[src/rtl/tpu_io_ctrl.sv]
// -----------------------------------------------------------------------------
// tpu_io_ctrl
//
// Host-side I/O sequencer for the TPU core. It moves one matrix transfer
// through four phases:
//   IDLE -> LOAD : the first host row arrives. The GEMM dimensions are
//                  latched and the row is written to buffer address 0.
//   LOAD -> RUN  : row ROWS-1 has been written. start pulses for one cycle,
//                  in the same cycle as that final write.
//   RUN  -> READ : the core pulses done.
//   READ -> IDLE : ROWS result rows have been streamed out on gbuff_out.
//
// Ports
//   clk, rst             clock (rising edge); asynchronous active-high reset
//   in_valid             host row strobe
//   gbuff_a, gbuff_b     host rows of matrix A and matrix B
//   m, n, k              GEMM dimensions, sampled on the first row only
//   wr_en                A/B buffer write strobe, one cycle after in_valid
//   wr_addr              A/B buffer write address (row index)
//   wr_data_a/b          A/B buffer write data
//   start                one-cycle pulse that starts the core
//   m_o, n_o, k_o        latched GEMM dimensions
//   done                 one-cycle completion pulse from the core
//   rd_en, rd_addr       output-buffer read strobe and address
//   rd_data              output-buffer data, valid one cycle after rd_en
//   out_valid, gbuff_out result row stream; gbuff_out is zero when idle
//   busy                 high in every state except IDLE
//   proto_err            sticky flag for host/core protocol violations
// -----------------------------------------------------------------------------
module tpu_io_ctrl #(
  parameter int WORD_SIZE = 256,
  parameter int ROWS      = 32,
  localparam int ADDR_W   = (ROWS > 1) ? $clog2(ROWS) : 1
) (
  input  logic                 clk,
  input  logic                 rst,
  input  logic                 in_valid,
  input  logic [WORD_SIZE-1:0] gbuff_a,
  input  logic [WORD_SIZE-1:0] gbuff_b,
  input  logic [4:0]           m,
  input  logic [4:0]           n,
  input  logic [4:0]           k,
  output logic                 wr_en,
  output logic [ADDR_W-1:0]    wr_addr,
  output logic [WORD_SIZE-1:0] wr_data_a,
  output logic [WORD_SIZE-1:0] wr_data_b,
  output logic                 start,
  output logic [4:0]           m_o,
  output logic [4:0]           n_o,
  output logic [4:0]           k_o,
  input  logic                 done,
  output logic                 rd_en,
  output logic [ADDR_W-1:0]    rd_addr,
  input  logic [WORD_SIZE-1:0] rd_data,
  output logic                 out_valid,
  output logic [WORD_SIZE-1:0] gbuff_out,
  output logic                 busy,
  output logic                 proto_err
);

  typedef enum logic [1:0] {
    S_IDLE = 2'd0,
    S_LOAD = 2'd1,
    S_RUN  = 2'd2,
    S_READ = 2'd3
  } state_t;

  localparam logic [ADDR_W-1:0] LAST_ROW = ADDR_W'(ROWS - 1);

  state_t            state, state_nxt;
  logic [ADDR_W-1:0] row_cnt;     // index of the next host row to accept
  logic              rd_valid_q;  // rd_data carries a requested row this cycle

  logic accept;     // host row taken this cycle
  logic last_row;   // the row being offered is the final row of the transfer
  logic done_ok;    // a completion pulse that actually counts
  logic read_last;  // final result row is on the output this cycle
  logic err_event;  // protocol violation seen this cycle

  // Rows are accepted only while a transfer is being collected. The row
  // counter is zero in IDLE, so the first row always lands at address 0.
  assign accept    = in_valid && (state == S_IDLE || state == S_LOAD);
  assign last_row  = (row_cnt == LAST_ROW);
  // start is high during the first RUN cycle; a done in that same cycle is
  // treated as stale and dropped.
  assign done_ok   = done && (state == S_RUN) && !start;
  // Once reads have stopped, the first out_valid cycle with no data still in
  // flight behind it is the last result row.
  assign read_last = (state == S_READ) && out_valid && !rd_valid_q;

  // ---------------------------------------------------------------------------
  // State register
  // ---------------------------------------------------------------------------
  // NOTE: sequential state uses non-blocking (<=) so every register samples
  // values from before the edge, regardless of process ordering.
  always_ff @(posedge clk or posedge rst) begin
    if (rst) state <= S_IDLE;
    else     state <= state_nxt;
  end

  // ---------------------------------------------------------------------------
  // Next-state logic
  // ---------------------------------------------------------------------------
  // NOTE: every combinational output is given a default first, so no path
  // leaves it unassigned and no latch is inferred.
  always_comb begin
    state_nxt = state;
    unique case (state)
      S_IDLE: if (accept)             state_nxt = last_row ? S_RUN : S_LOAD;
      S_LOAD: if (accept && last_row) state_nxt = S_RUN;
      S_RUN:  if (done_ok)            state_nxt = S_READ;
      S_READ: if (read_last)          state_nxt = S_IDLE;
      default:                        state_nxt = S_IDLE;
    endcase
  end

  // ---------------------------------------------------------------------------
  // State-decoded outputs
  // ---------------------------------------------------------------------------
  always_comb begin
    busy      = 1'b0;
    err_event = 1'b0;
    unique case (state)
      S_IDLE: err_event = done;
      S_LOAD: begin
        busy      = 1'b1;
        err_event = done;
      end
      S_RUN: begin
        busy      = 1'b1;
        err_event = in_valid;
      end
      S_READ: begin
        busy      = 1'b1;
        err_event = in_valid || done;
      end
      default: begin
        busy      = 1'b0;
        err_event = 1'b0;
      end
    endcase
  end

  // ---------------------------------------------------------------------------
  // Datapath registers: write port, read sequencer, result stream, error flag
  // ---------------------------------------------------------------------------
  // NOTE: the wide data registers are reset along with the control bits so
  // every output reads zero while rst is high, not just the strobes.
  always_ff @(posedge clk or posedge rst) begin
    if (rst) begin
      row_cnt    <= '0;
      wr_en      <= 1'b0;
      wr_addr    <= '0;
      wr_data_a  <= '0;
      wr_data_b  <= '0;
      start      <= 1'b0;
      m_o        <= '0;
      n_o        <= '0;
      k_o        <= '0;
      rd_en      <= 1'b0;
      rd_addr    <= '0;
      rd_valid_q <= 1'b0;
      out_valid  <= 1'b0;
      gbuff_out  <= '0;
      proto_err  <= 1'b0;
    end else begin
      // Write port: a registered copy of each accepted host row.
      wr_en <= accept;
      start <= accept && last_row;
      if (accept) begin
        wr_addr   <= row_cnt;
        wr_data_a <= gbuff_a;
        wr_data_b <= gbuff_b;
        // The counter returns to zero only at the end of a transfer.
        row_cnt   <= last_row ? '0 : row_cnt + 1'b1;
      end

      // Dimensions are taken from the first row of each transfer only.
      if (accept && state == S_IDLE) begin
        m_o <= m;
        n_o <= n;
        k_o <= k;
      end

      // Read sequencer: ROWS back-to-back reads beginning at address 0.
      if (done_ok) begin
        rd_en   <= 1'b1;
        rd_addr <= '0;
      end else if (rd_en) begin
        if (rd_addr == LAST_ROW) begin
          rd_en   <= 1'b0;
          rd_addr <= '0;
        end else begin
          rd_addr <= rd_addr + 1'b1;
        end
      end

      // Two-stage result path: rd_data arrives one cycle after rd_en and is
      // then registered, so out_valid trails rd_en by two cycles.
      rd_valid_q <= rd_en;
      out_valid  <= rd_valid_q;
      gbuff_out  <= rd_valid_q ? rd_data : '0;

      if (err_event) proto_err <= 1'b1;
    end
  end

endmodule

[config.mk]
export PLATFORM = sky130hd
export DESIGN_NAME = tpu_io_ctrl
export DESIGN_NICKNAME = d
export VERILOG_FILES = /design/src/rtl/tpu_io_ctrl.sv
export SDC_FILE = /design/constraint.sdc
export NUM_CORES = 2
export LEC_CHECK = 0
export CORE_AREA = 2 2 627 629
export DETAILED_ROUTE_END_ITERATION = 8
export DIE_AREA = 0 0 629 631
export PLACE_DENSITY = 0.3
export SLEW_MARGIN = 10
export SYNTH_ARGS = -nofsm -noshare
export SYNTH_HDL_FRONTEND = slang
export SYNTH_SLANG_ARGS = --single-unit
[constraint.sdc]
create_clock -name clk -period 33.1 [get_ports clk]
set_clock_uncertainty 0.1 [all_clocks]
set_input_delay 6.62 -clock clk [delete_from_list [all_inputs] [get_ports clk]]
set_output_delay 6.62 -clock clk [all_outputs]
set_load 0.02 [all_outputs]
==> impl_metrics.csv <==
group,metric,value,unit
outcome,outcome,"finished, violations left",
outcome,violations,"max-slew violations",
synthesis,ys_ff_latch,806,
global_route,grt_start_max_net_pins,172,
placed_design,placed_cells_incl_taps,9528,
finish,final_cell_mix,"1585 x clkdlybuf4s50_1, 1561 x nand2_1, 805 x dfrtp_1",
clock_network,cts_tree,"built",
clock_network,clkLatencyLatePin,870,ps
min_path,hold_path_startpoint,"wr_data_b[92]",
worst_setup_path,worstPathCellList,"clkdlybuf4s50_1 -> o21ai_4 -> inv_8 -> buf_4 -> buf_12 -> nand2_1 -> nand2_1",
placed_design,io_buffers,1585,
routing,viasPerCell,2.77,
global_route,grt_usage,13.6,%
clock_network,clock_sinks,806,
die,row_count,230,
routing,wl_per_cell,28.4,um
synthesis,synth_compound_area_share,0.277,%
worst_setup_path,critPathMaxFanout,171,
min_path,hold_path.class,"flip-flop to flip-flop",
synthesis,yosys.area_share.simple,26.2,%
min_path,hold_end,"wr_data_b[92]",
synthesis,synth_top_family_by_area,"simple AND/OR/NAND/NOR gates",
finish,nFillCells,44400,
power,p_per_area,99.7,nW/um^2
synthesis,syn_inst,2842,
clock_network,hold_buffers,0,
run,cap_violations,0,
placed_design,place_area,50900,sq um
power,leakagePower,23.5,nW
clock_network,cts.clk_slew.worst_paths,60,ps
synthesis,synthXorXnorAreaFrac,0,%
die,die-area,397000,sq um
placed_design,hpwl,235000,um
worst_setup_path,cp-start-kind,"primary input",
clock_network,cts-resized-gates,0,
worst_setup_path,end_kind,"flip-flop",
min_path,hold_depth,2,
synthesis,seq_area_frac_synth,69.7,%
worst_setup_path,cpPeakStageDelay,790,ps
worst_setup_path,timing.rr.start,"state[0]",
worst_setup_path,reg2regPathDepth,8,
worst_setup_path,worst_r2r_endpoint,"wr_data_b[211]",
finish,syn2layout_area_growth,90.1,%
placed_design,gp_congestion,0.864,
worst_setup_path,crit_family,"buffers and inverters",
worst_setup_path,critPathBufInv,4,
routing,route.detailed.drc,0,
worst_setup_path,critPathKind,"primary input to flip-flop",
die,num_io_pins,1586,
global_route,overflow,0,
finish,drive_above_1_share,5.39,%
timing,worst_pin_slew,1510,ps
finish,postLayoutCellArea,55000,sq um
routing,antenna_left,0,
clock_network,cts_setup_buffers,0,
worst_setup_path,arrival,10450,ps
die,die_h,631,um
worst_setup_path,slowest_stage,"clkdlybuf4s50_1",
timing,setup_slack,23330,ps
worst_setup_path,cp_data_required_time,33780,ps
timing,period_share,29.5,%
die,core-area,391000,sq um
timing,setup_viol,0,
worst_setup_path,crit_path_frequent_cell,"nand2_1",
clock_network,cts_htree_levels,3,
routing,vias,27000,
die,initial_core_util,7.41,%
finish,nets,5228,
synthesis,yosysWarnings,0,
synthesis,synthAdderAreaFrac,0.389,%
worst_setup_path,rrSetupSlack,28670,ps
synthesis,synth_cell_types,24,
power,ir_worst_vdd,46.3,uV
finish,multi_input_area,8030,sq um
placed_design,dpl_worst_slack,22300,ps
global_route,grt_first_pass_wirelength,347000,um
global_route,antenna_found_initial,209,
clock_network,cts-root-buf,"clkbuf_16",
global_route,grt_pass1_vias,28700,
finish,register_area,20200,sq um
clock_network,cts_buffers,122,
routing,drtIter0Drc,1391,
routing,wirelength,278000,um
die,die_x,629,um
synthesis,synthMuxAreaShare,0.873,%
timing,finalHoldViolCount,0,
synthesis,avgSynthCellArea,10.2,sq um
clock_network,clock_path_buffers,4,
synthesis,netlist_area,28900,sq um
finish,post_layout_nonfiller_instances,9759,
timing,final_max_slew_viol_count,15,
timing,rsz0062_at_grt,"false",
power,finalPower,5.49,mW
timing,relSlewSlack,-0.577,%
synthesis,synth_nets,3638,
timing,fmax,102,MHz
timing,finalSetupTns,0,ps
worst_setup_path,cp-startpoint,"in_valid",
timing,finalCriticalPeriod,9770,ps
routing,first_pass_iters,4,
finish,final_common_cell,"clkdlybuf4s50_1",
-- report_power, final --
group / internal, mW / total [mW] / leakage (nW) / switching (mW)
combinational: 0.902 / 2.44 / 11.7 / 1.54
sequential: 1.36 / 1.67 / 9.87 / 0.303
clock: 0.812 / 1.38 / 2.01 / 0.565
-- cell families (layout without fill, tap and decap cells) --
| logic type | count (synthesis) | after routing |
|---|---|---|
| and+or+nand+nor | 1839 | 1839 |
| DFF | 806 | 806 |
| buffers and inverters | 151 | 1836 |
| muxes | 23 | 23 |
| AOI/OAI and AO/OA | 14 | 14 |
| adders and majority gates | 9 | 9 |
| other | 0 | 12 |
-- through the flow --
step	utilization, %	hold slack, ps
final	14.1	372
after CTS	14.1	375
after global placement	13.0	359
after global routing	14.1	384
after floorplan	-	320
after detailed placement	13.0	361
-- worst register-to-register path, stage by stage (launching register included) --
cell	delay [ps]
dfrtp_1	380
inv_1	100
ha_1	390
o21ai_4	770
buf_12	460
buf_4	850
buf_4	1060
nand2_1	160
nand2_1	110
-- flip-flops by register name, indices dropped and copies added, names as in the netlist, 5 cells and up --
signal and count:
gbuff_out 256, k_o 5, m_o 5, n_o 5
rd_addr 5, row_cnt 5, wr_addr 5, wr_data_a 256
wr_data_b 256
-- worst max-delay path by stage --
stage	endpoint	slack, ps	depth (start not counted)
2_1_floorplan	gbuff_out[0]	3740	1
3_3_place_gp	wr_data_b[135]	22280	7
3_5_place_dp	wr_data_b[136]	22300	7
4_1_cts	wr_data_b[210]	23260	7
5_1_grt	wr_data_b[134]	23120	7
6_report	wr_data_b[142]	23330	7
-- synth_stat cells --
master / number / area (sq um)
a22oi_1: 2 / 15.0
mux2_2: 18 / 203
nand3_1: 2 / 10.0
ha_1: 9 / 113
a21oi_1: 2 / 10.0
inv_1: 6 / 22.5
o21ai_0: 8 / 40.0
and2_1: 257 / 1610
nor3b_1: 1 / 7.51
nand2b_1: 4 / 25.0
nor3_1: 1 / 5.00
buf_4: 16 / 120
inv_2: 1 / 3.75
o22ai_1: 1 / 6.26
nand2_1: 1561 / 5860
and3_1: 3 / 18.8
buf_6: 1 / 11.3
clkbuf_1: 34 / 128
mux2i_1: 5 / 50.1
o21ai_2: 1 / 8.76
nand3b_1: 1 / 7.51
nor2_1: 9 / 33.8
buf_2: 93 / 465
dfrtp_1: 806 / 20200
-- layer usage --
metal | wire [um] | vias up | global-route usage (%)
li1 | - | 11800 | -
met1 | 96500 | 13300 | 13.7
met2 | 145000 | 1346 | 25.4
met3 | 30000 | 519 | 6.51
met4 | 6100 | 32 | 2.23
met5 | 215 | - | 0
-- layout make-up --
type                    instances  area share, %
inverters                       7         0.0751
clock buffers                 165           6.25
well taps                    5220           11.9
multi-input cells            1885           14.6
repair buffers               1610           29.3
diodes                         12         0.0546
flip-flops and latches        806           36.7
clock inverters                54           1.22
Note: power is estimated with default switching activity, not from simulation.
